### src/rtl/dark_level_alarm.sv
// dark_level_alarm: debounced brightness-window alarm for the capture path.
// Classifies each valid dark-pixel count as OUT / BAND / OK, runs a
// four-state debounce FSM, drives the buzzer (continuous or pulsed) with an
// operator mute, and mirrors the last sample plus a running peak to the display.
module dark_level_alarm #(
    parameter int                 DATA_W    = 16,
    parameter int                 DISP_W    = 32,
    parameter logic [DATA_W-1:0]  LOW_TH    = 16'h0600,
    parameter logic [DATA_W-1:0]  HIGH_TH   = 16'h4000,
    parameter logic [DATA_W-1:0]  HYST      = 16'h0040,
    parameter int                 DEB_CNT   = 3,
    parameter int                 BEEP_HALF = 2500000
) (
    input  logic              iCLK,
    input  logic              iRST,
    input  logic              iValid,
    input  logic [DATA_W-1:0] iValue,
    input  logic [1:0]        iMode,
    input  logic              iAck,
    output logic              oSound_on,
    output logic [1:0]        oAlarm_state,
    output logic [DISP_W-1:0] oDisplayDIG,
    output logic [DATA_W-1:0] oPeak
);

    typedef enum logic [1:0] {
        ST_NORMAL  = 2'd0,
        ST_PENDING = 2'd1,
        ST_ALARM   = 2'd2,
        ST_RECOVER = 2'd3
    } state_t;

    localparam int CNT_W  = $clog2(DEB_CNT + 1);
    localparam int BEEP_W = (BEEP_HALF > 1) ? $clog2(BEEP_HALF) : 1;
    // cnt value that, once incremented, reaches DEB_CNT
    localparam logic [CNT_W-1:0]  CNT_LAST  = CNT_W'(DEB_CNT - 1);
    localparam logic [BEEP_W-1:0] BEEP_LAST = BEEP_W'(BEEP_HALF - 1);
    // recovery window bounds, one bit wider so LOW_TH+HYST cannot wrap
    localparam logic [DATA_W:0]   OK_LO = {1'b0, LOW_TH} + {1'b0, HYST};
    localparam logic [DATA_W:0]   OK_HI = {1'b0, HIGH_TH} - {1'b0, HYST};

    state_t              state_reg, state_next;
    logic [CNT_W-1:0]    cnt_reg, cnt_next;
    logic                mute_reg, mute_next;
    logic [BEEP_W-1:0]   beep_cnt_reg, beep_cnt_next;
    logic                phase_reg, phase_next;
    logic                sound_reg, sound_next;
    logic [DISP_W-1:0]   disp_reg;
    logic [DATA_W-1:0]   peak_reg;
    logic                enter_alarm;
    logic                armed_cur, armed_next;
    logic                is_out, is_ok;
    logic [DATA_W:0]     value_ext;

    assign value_ext = {1'b0, iValue};
    assign is_out    = (iValue < LOW_TH) || (iValue > HIGH_TH);
    assign is_ok     = (value_ext >= OK_LO) && (value_ext <= OK_HI);

    // Debounce FSM next state; only advances on valid strobes
    always_comb begin
        state_next  = state_reg;
        cnt_next    = cnt_reg;
        enter_alarm = 1'b0;
        if (iValid) begin
            case (state_reg)
                ST_NORMAL: begin
                    if (is_out) begin
                        if (DEB_CNT == 1) begin
                            state_next  = ST_ALARM;
                            enter_alarm = 1'b1;
                        end else begin
                            state_next = ST_PENDING;
                            cnt_next   = CNT_W'(1);
                        end
                    end
                end
                ST_PENDING: begin
                    if (is_out) begin
                        if (cnt_reg == CNT_LAST) begin
                            state_next  = ST_ALARM;
                            cnt_next    = '0;
                            enter_alarm = 1'b1;
                        end else begin
                            cnt_next = cnt_reg + 1'b1;
                        end
                    end else begin
                        state_next = ST_NORMAL;
                        cnt_next   = '0;
                    end
                end
                ST_ALARM: begin
                    if (is_ok) begin
                        if (DEB_CNT == 1) begin
                            state_next = ST_NORMAL;
                            cnt_next   = '0;
                        end else begin
                            state_next = ST_RECOVER;
                            cnt_next   = CNT_W'(1);
                        end
                    end else begin
                        cnt_next = '0;
                    end
                end
                default: begin
                    if (is_ok) begin
                        if (cnt_reg == CNT_LAST) begin
                            state_next = ST_NORMAL;
                            cnt_next   = '0;
                        end else begin
                            cnt_next = cnt_reg + 1'b1;
                        end
                    end else begin
                        state_next = ST_ALARM;
                        cnt_next   = '0;
                    end
                end
            endcase
        end
    end

    // Mute, beep phase and buzzer enable derived from the upcoming state
    always_comb begin
        mute_next = mute_reg;
        if (iAck && (state_reg == ST_ALARM || state_reg == ST_RECOVER))
            mute_next = 1'b1;
        // a fresh alarm or a return to NORMAL always re-arms the buzzer
        if (enter_alarm || state_next == ST_NORMAL)
            mute_next = 1'b0;

        armed_cur  = (state_reg == ST_ALARM || state_reg == ST_RECOVER) && !mute_reg;
        armed_next = (state_next == ST_ALARM || state_next == ST_RECOVER) && !mute_next;

        beep_cnt_next = beep_cnt_reg;
        phase_next    = phase_reg;
        if (enter_alarm) begin
            beep_cnt_next = '0;
            phase_next    = 1'b1;
        end else if (armed_cur) begin
            if (beep_cnt_reg == BEEP_LAST) begin
                beep_cnt_next = '0;
                phase_next    = ~phase_reg;
            end else begin
                beep_cnt_next = beep_cnt_reg + 1'b1;
            end
        end

        case (iMode)
            2'd0:    sound_next = 1'b0;
            2'd2:    sound_next = armed_next && phase_next;
            default: sound_next = armed_next;
        endcase
    end

    // Control state registers with asynchronous active-low reset
    always_ff @(posedge iCLK or negedge iRST) begin
        if (!iRST) begin
            state_reg    <= ST_NORMAL;
            cnt_reg      <= '0;
            mute_reg     <= 1'b0;
            beep_cnt_reg <= '0;
            phase_reg    <= 1'b0;
            sound_reg    <= 1'b0;
        end else begin
            state_reg    <= state_next;
            cnt_reg      <= cnt_next;
            mute_reg     <= mute_next;
            beep_cnt_reg <= beep_cnt_next;
            phase_reg    <= phase_next;
            sound_reg    <= sound_next;
        end
    end

    // Display mirror and running peak; iAck restarts the peak
    always_ff @(posedge iCLK or negedge iRST) begin
        if (!iRST) begin
            disp_reg <= '0;
            peak_reg <= '0;
        end else begin
            if (iValid)
                disp_reg <= DISP_W'(iValue);
            if (iAck)
                peak_reg <= iValid ? iValue : '0;
            else if (iValid && iValue > peak_reg)
                peak_reg <= iValue;
        end
    end

    assign oSound_on    = sound_reg;
    assign oAlarm_state = state_reg;
    assign oDisplayDIG  = disp_reg;
    assign oPeak        = peak_reg;

endmodule

### config.mk
export PLATFORM = sky130hd
export DESIGN_NAME = dark_level_alarm
export DESIGN_NICKNAME = d
export VERILOG_FILES = /design/src/rtl/dark_level_alarm.sv
export SDC_FILE = /design/constraint.sdc
export NUM_CORES = 1
export LEC_CHECK = 0
export CAP_MARGIN = 25
export CORE_UTILIZATION = 25
export CTS_CLUSTER_SIZE = 28
export DETAILED_ROUTE_END_ITERATION = 6
export GPL_TIMING_DRIVEN = 0
export SLEW_MARGIN = 20
export SYNTH_ARGS = -nofsm -noshare
export SYNTH_HDL_FRONTEND = slang
export SYNTH_SLANG_ARGS = --single-unit
### constraint.sdc
create_clock -name iCLK -period 2.5 [get_ports iCLK]
set_input_delay 0.5 -clock iCLK [delete_from_list [all_inputs] [get_ports iCLK]]
set_output_delay 0.5 -clock iCLK [all_outputs]
set_load 0.01 [all_outputs]
## Yosys cells after proc, flatten, opt, wreduce, memory -nomap -nowiden

Index checks and enable logic that the tools add are counted.

| word-level totals | value |
|---|---|
| bits in registers | 61 |
| bits of input ports | 22 |
| logic and storage cells | 73 |

| operators by class | value |
|---|---|
| add/sub/neg operators | 2 |
| $lt $le $gt $ge | 5 |
| equality and inequality tests | 9 |
| multiplexer cells | 30 |
| bitwise gates (word level) | 1 |
| reductions and logical operators | 18 |

Operators by type and width:

| cell | count |
|---|---|
| $mux W22 | 3 |
| $mux W16 | 3 |
| $add A22 B1 Y22 const B | 1 |
| $eq A22 B22 Y1 const B | 1 |
| $mux W2 | 11 |
| $ge A16 B11 Y1 const B | 1 |
| $gt A16 B15 Y1 const B | 1 |
| $gt A16 B16 Y1 | 1 |
| $le A16 B14 Y1 const B | 1 |
| $lt A16 B11 Y1 const B | 1 |
| $eq A2 B2 Y1 const B | 6 |
| $pmux W2 S3 | 2 |
| $mux W1 | 10 |
| $logic_and A1 B1 Y1 | 6 |
| $logic_not A2 Y1 | 3 |
| $logic_or A1 B1 Y1 | 4 |
| $reduce_bool A2 Y1 | 2 |
| $add A2 B1 Y2 const B | 1 |
| $eq A2 B1 Y1 const B | 1 |
| $logic_not A1 Y1 | 2 |
| $ne A2 B2 Y1 const B | 1 |
| $pmux W1 S2 | 1 |
| $reduce_and A2 Y1 | 1 |
| $not A1 Y1 | 1 |

## Longest topological paths before layout

Gate-level depths: netlist of the first run.

| logic depth | value |
|---|---|
| word-level depth | 12 |
| depth in mapped cells | 10 |

## Least setup slack after synthesis of the first run

No wires, ideal clock.

| timing path | value |
|---|---|
| path kind | input to register |
| from | input iValue[15] |
| to | register peak_reg[0] (netlist: oPeak[0]) |
| setup time | 121 ps |
| data arrival time | 2282 ps |
| required time | 2379 ps |
| slack | 97 ps |
| cell stages on the path | 9 |
| buffers on the path | 2 |
| cell sequence | ha_1 nand4_1 nor3_1 a21boi_1 or4_1 and3_1 clkbuf_1 buf_2 a22o_1 |

| between the ends | value |
|---|---|
| longest elaborated chain between the ends | 3 |

Ends and longest elaborated chain:

| element | line | source |
|---|---|---|
| start: declaration | 17 | `input logic [DATA_W-1:0] iValue,` |
| $gt A16 B16 Y1 | 183 | `else if (iValid && iValue > peak_reg)` |
| $logic_and A1 B1 Y1 | 183 |  |
| $reduce_bool A2 Y1 (no line) | - |  |
| end signal: assignment | 182 | `peak_reg <= iValid ? iValue : '0;` |
| end signal: assignment | 184 | `peak_reg <= iValue;` |
| end: declaration | 49 | `logic [DATA_W-1:0] peak_reg;` |

Every way passes these cells.
A chain may end at the register's enable or synchronous reset.

## Worst setup path after layout of the first run

| timing path | value |
|---|---|
| from | input iValue[14] |
| to | register peak_reg[6] (netlist: oPeak[6]) |

Same word-level chain as after synthesis.

==> results of run 1 <==
==> cell type report <==
class / instances / area (um2) / share of cell area
Multi-Input combinational cell: 241 / 1770 / 0.376
Sequential cell: 61 / 1530 / 0.325
Clock buffer: 12 / 246 / 0.0524
Timing Repair Buffer: 61 / 579 / 0.123
Buffer: 26 / 188 / 0.0399
Clock inverter: 4 / 95.1 / 0.0202
Tap cell: 176 / 220 / 0.0468
Inverter: 21 / 78.8 / 0.0168
==> how the worst max path moves through the flow <==
| stage | start | end | slack (ns) | depth (start not counted) |
|---|---|---|---|---|
| after floorplan | iValue[15] | oPeak[0] | 0.1 | 9 |
| after global placement | iRST | beep_cnt_reg[2] | -1.11 | 1 |
| after detailed placement | iValue[15] | oPeak[6] | -0.77 | 10 |
| after CTS | iValue[15] | oPeak[6] | 0.01 | 9 |
| after global routing | iValue[14] | oPeak[6] | -0.006 | 9 |
| final | iValue[14] | oPeak[6] | 0.08 | 9 |
==> worst reg2reg max path, cell delays in order, from the launching register on <==
cell      delay, ns
dfrtp_1        0.36
inv_1          0.06
ha_1           0.32
nand4_1        0.18
nor3_1         0.10
a21boi_1       0.15
or4_1          0.53
and3_4         0.20
buf_4          0.17
a22o_1         0.19
==> per-stage QoR <==
| stage | hold slack [ns] | power, mW | util | instances | instance area, um2 |
|---|---|---|---|---|---|
| 3_3_place_gp | 0.490 | 1.81 | 0.322 | 582 | 4310 |
| 6_report | 0.0637 | 3.27 | 0.351 | 602 | 4700 |
| 5_1_grt | 0.0782 | 3.44 | 0.351 | 602 | 4700 |
| 4_1_cts | 0.0648 | 3.29 | 0.348 | 599 | 4670 |
| 2_1_floorplan | 0.204 | 1.53 | - | 350 | 3530 |
| 3_5_place_dp | 0.413 | 1.84 | 0.323 | 583 | 4330 |
==> cell usage in the layout (no fill, tap or decap), types with 4 or more instances in the layout <==
cell type        Yosys  routed
nand4_1             10      10
clkdlybuf4s50_1      0      39
clkbuf_16            0       9
xnor2_1             11      11
clkbuf_2             0       5
mux2_2              16      16
dfrtp_1             61      61
a22o_1              15      15
nand2b_1             4       4
nand2_1             18      18
ha_1                17      15
o21ai_0             11      11
dlygate4sd2_1        0       7
inv_1               21      21
conb_1               1      16
nand3_1             14      14
a21oi_1             16      16
nor3_1               7       7
clkbuf_1             4       5
nor2_1              19      19
buf_4               16      23
==> layer usage <==
metal	vias to the layer above	part of all wire	global-route usage
li1	1369	-	-
met1	1397	0.49	0.176
met2	64	0.47	0.200
met3	10	0.037	0.0261
met4	0	0.011	0.0422
met5	-	0	0
==> cells in the mapped netlist (all sizes together) (4+ instances only) <==
library cell  instances
a22o                 16
ha                   17
nand4                10
buf                  23
nand2                18
inv                  21
a211oi                5
nand2b                4
o21ai                14
xnor2                11
mux2                 16
a21oi                17
nor3                  8
and3                  4
dfrtp                61
clkbuf                4
nor2                 22
a2111oi               5
nand3                14
==> cells by family after synthesis <==
| group | after synthesis | synth area share |
|---|---|---|
| compound gates | 78 | 0.179 |
| xor+xnor | 12 | 0.0302 |
| fa+ha+maj | 17 | 0.0612 |
| buf+inv | 48 | 0.0763 |
| flops | 61 | 0.439 |
| mux | 17 | 0.0547 |
| other cells | 1 | 0.00108 |
| simple gates | 101 | 0.158 |
==> where the power goes <==
group          internal (mW)  leakage (nW)  total, mW  switching (mW)
logic                  0.340          1.08      0.642           0.302
registers               1.10         0.738       1.20           0.102
clock network          0.999         0.167       1.43           0.427
total                   2.44          1.98       3.27           0.832
==> what timing repair did <==
| action | CTS | global route |
|---|---|---|
| gates resized for setup | 18 | 16 |
| hold endpoints to repair | 0 | 0 |
| setup endpoints to repair | 16 | 10 |
| setup buffers | 1 | 3 |
| pin swaps | 4 | 8 |
==> impl_results.md, run 1 <==
- DRC: 0
- Final hold vios: 0
- Final Cycle Share: 0.967
- Clock root buffer: clkbuf_16
- CTS Buf Count: 9
- Gpl congestion: 0.790
- Pre-CTS setup slack: -0.771 ns
- Normalized max-slew margin: 0.552
- Grt total ovfl: 0
- Syn_area_per_cell: 10.4 um2
- Area leader, netlist: dfrtp_1
- Status: finished clean
- Initial core utilization: 0.259
- Synthesized netlist cell count: 335
- Number of cells on the worst reg-to-reg path: 9
- VDD IR max: 0.339 mV
- Reg2reg start: oPeak[15]
- Top FF cell, synth: dfrtp_1
- CP Class: in2reg
- Crit path max-delay family: simple AND/OR/NAND/NOR gates
- Vias per inst: 4.72
- Max frequency: 413 MHz
- Final setup violating endpoints: 0
- Synth warnings: 0
- Ys async rst share: 1.00
- Largest net degree at the start of global routing: 41
- Pleak: 1.98 nW
- Die H: 120 um
- DP HPWL: 6.36 mm
- Post-Syn Area: 0.00347 mm2
- Num Clock Sinks: 61
- DIE AREA: 0.0144 mm2
- Setup tns final: 0 ns
- WP buf/inv: 2
- I/O pins: 73
- Share of the yosys chip area belonging to registers: 0.439
- Final Worst Setup Slack: 0.0814 ns
- Core Box Area: 0.0134 mm2
- Critical path cell sequence: clkdlybuf4s15_1 > ha_4 > nand4_1 > nor3_1 > a21boi_1 > or4_1 > and3_4 > buf_4 > a22o_1
- Number of flip-flops in the largest register: 22
- Period minus WS final: 2.42 ns
- Max stage delay cell, worst path: or4_1
- Die Wd: 120 um
- CTS hold repair buffers: 0
- Share of layout cells above drive strength 1: 0.195
- 1st-iter DRT viols: 130
- Antenna violations before repair: 0
- Total track usage: 0.128
- Clk Latency, worst-skew pair: 0.32 ns
- Distinct cells, synth: 64
- DR WL/cell: 14.3 um
- Antenna viol nets, final: 0
- Largest cells by area after synthesis: dfrtp_1 (44%), ha_1 (6.1%), mux2_2 (5.2%)
- CP startpoint kind: input port
- Synth top area share: 0.439
- Post-synth EDFFs: 0
- Diode count: 0
- DR pass1 iterations: 5
- H-tree levels: 3
- Power per cell area: 695 mW/mm2
- CP max stage delay: 0.53 ns
- Max cap viols: 0
- Row count: 42
- Routed Wire Length: 8.62 mm
- Clock Pin Slew Worst Setup and Hold Paths: 0.05 ns
- Worst reg2reg endpoint: oPeak[6]
- Setup Skew: 0.00605 ns
- Buffers added on ports: 56
- Worst-Margin Slew: 0.673 ns
- FF-to-FF setup slack: 0.13 ns
- # nets final: 460
- Critical path data required time: 2.70 ns
- Yosys reg bits: 61
- Worst Hold Class: in2async
- Vias in the first global route: 2798
- Crit path capture type: flop
- Area grow syn2layout: 35.4%
- Routed via count: 2840
- Crit-path max FO: 10
- Final slew viol count: 0
- Clock Path Buffers: 2
- First-pass GRT wire length: 14.6 mm
- Fill cells: 1375
- Worst EP arrival: 2.62 ns
- CTS tree: built
(Power assumes the default switching activity.)
==> run 2: changes to the inputs <==
Settings changed: CTS_CLUSTER_DIAMETER from default to 40.
==> results of run 2 <==
No change in the layout: final DEF, timing and power equal those of run 1.
==> run 3: changes to the inputs <==
Settings changed: ABC_AREA from default to 1, PLACE_DENSITY_LB_ADDON from default to 0.3.
==> impl_results.md, run 3 <==
- DP HPWL: 7.58 mm
- Top FF cell, synth: dfrtp_1
- Largest net degree at the start of global routing: 51
- Final Worst Setup Slack: 0.139 ns
- CP startpoint kind: input port
- Number of instances in the placed design: 808
- Commonest non-fill, non-tap cell in the layout: nand2_1
- Share of layout cells above drive strength 1: 0.0865
- Synth warnings: 0
- Number of flip-flops in the largest register: 22
- Area after DPL: 0.00476 mm2
- Worst setup path startpoint: iValue[11]
- DIE AREA: 0.0160 mm2
- Ys async rst share: 1.00
- CP max stage delay: 0.55 ns
- Reg2reg start: beep_cnt_reg[0]
- Normalized max-slew margin: 0.620
- Final Cycle Share: 0.945
- Max stage delay cell, worst path: clkdlybuf4s50_1
- Total track usage: 0.138
- Final setup violating endpoints: 0
- DR WL/cell: 12.2 um
- Critical path data required time: 2.73 ns
- Area leader, netlist: dfrtp_1
- Vias per inst: 4.37
- CP Class: in2reg
- Commonest cells after routing, fill and taps aside: nand2_1 (171), inv_1 (81), dfrtp_1 (61), clkdlybuf4s50_1 (55), nor2_1 (47)
- Synthesized netlist cell count: 548
- Pleak: 2.61 nW
- # nets final: 670
- H-tree levels: 3
- PnR Total Power: 3.53 mW
- Number of cells on the worst reg-to-reg path: 10
- Area grow syn2layout: 32.5%
- Post-synth EDFFs: 0
- Die Wd: 127 um
- Pre-CTS setup slack: -0.516 ns
- Max cap viols: 0
- Gpl congestion: 0.870
- Period minus WS final: 2.36 ns
- 1st-iter DRT viols: 129
- Worst reg2reg endpoint: beep_cnt_reg[10]
- Post-Syn Area: 0.00388 mm2
- DRC: 0
- Clock Pin Slew Worst Setup and Hold Paths: 0.06 ns
- Initial core utilization: 0.255
- Clk Latency, worst-skew pair: 0.34 ns
- Diode count: 0
- Antenna viol nets, final: 0
- Antenna violations before repair: 0
- Routed via count: 3600
- Final slew viol count: 0
- Utilization after layout: 0.339
- Worst-Margin Slew: 0.571 ns
- Share of the yosys chip area belonging to registers: 0.393
- FF-to-FF setup slack: 0.37 ns
- Setup Skew: 0.00898 ns
- Routed Wire Length: 10.1 mm
- VDD IR max: 0.408 mV
- Crit-path max FO: 10
- Cell mode on critical path: nand2_1
- Num Clock Sinks: 61
- Synth top area share: 0.393
- Crit path capture type: flop
- Max frequency: 423 MHz
- Row count: 45
- Core Box Area: 0.0152 mm2
- Final hold vios: 0
- Syn_area_per_cell: 7.09 um2
- Final Cell Area: 0.00515 mm2
- Distinct cells, synth: 30
- CTS tree: built
- Status: finished clean
- Most frequent cells after synthesis: nand2_1 (172), inv_1 (81), dfrtp_1 (61)
- Vias in the first global route: 3600
- Worst Hold Class: in2async
- Power per cell area: 687 mW/mm2
- Critical path cell sequence: clkdlybuf4s50_1 > ha_1 > nand4_1 > nor2_2 > nand4_1 > nand2_1 > nand2_2 > clkbuf_4 > nand2_1 > nand2_1
- Clock root buffer: clkbuf_16
- Worst EP arrival: 2.59 ns
- Worst hold margin: 0.0142 ns
- Fill cells: 1653
- CTS Buf Count: 9
- Most common cell in the netlist: nand2_1
- Yosys reg bits: 61
- Post-CTS Setup Inserts: 0
- Grt total ovfl: 0
- DR pass1 iterations: 4
- First-pass GRT wire length: 17.2 mm
- Largest cells by area after synthesis: dfrtp_1 (39%), nand2_1 (17%), inv_1 (7.8%)
- Clock Path Buffers: 2
- I/O pins: 73
- Buffers added on ports: 56
- Setup tns final: 0 ns
- Finished Layout Cells: 824
- Die H: 127 um
- RSZ-0062 raised after global routing: false
## run 3: cell type report
cell class / count / area, um2 / share of cell area
multi-input combinational: 390 / 1930 / 0.374
clock inverter: 6 / 134 / 0.0260
tap: 188 / 235 / 0.0457
timing repair buffer: 57 / 586 / 0.114
sequential: 61 / 1530 / 0.297
inverter: 86 / 323 / 0.0627
clock buffer: 10 / 239 / 0.0464
buffer: 26 / 179 / 0.0348
## run 3: how the worst max path moves through the flow
stage	end	slack, ns	cells after the start
after floorplan	oPeak[14]	0.63	13
after global placement	oDisplayDIG[11]	-1.28	1
after detailed placement	oPeak[1]	-0.52	9
after CTS	oPeak[1]	0.02	9
after global routing	oPeak[1]	0.03	12
final	oPeak[1]	0.14	10
## run 3: cells by family after synthesis
family                   synth area share
flip-flops                          0.393
XOR/XNOR                           0.0293
other                            0.000966
AND/OR/NAND/NOR                     0.342
buffers and inverters               0.128
adder cells (fa/ha/maj)            0.0548
AO/OA/AOI/OAI                      0.0512
## run 3: worst max-delay path: cells and delay by family
family / cells / cell delay [ns]
simple gates: 7 / 0.89
buf+inv: 2 / 0.79
fa+ha+maj: 1 / 0.40
## run 3: metal layers
| metal | vias up | global-route usage | share of wire |
|---|---|---|---|
| li1 | 1864 | - | - |
| met1 | 1632 | 0.162 | 0.45 |
| met2 | 87 | 0.233 | 0.47 |
| met3 | 17 | 0.0502 | 0.064 |
| met4 | 0 | 0.0454 | 0.019 |
| met5 | - | 0 | 0 |
## run 3: repair_timing
item | in CTS | in global routing
gates resized for setup | 1 | 4
setup endpoints to repair | 10 | 10
pin swaps | 0 | 0
hold buffers | 0 | 0
## run 3: power breakdown
part | switching [mW] | internal, mW | total (mW)
clock network | 0.459 | 1.10 | 1.56
logic | 0.416 | 0.333 | 0.749
registers | 0.119 | 1.11 | 1.23
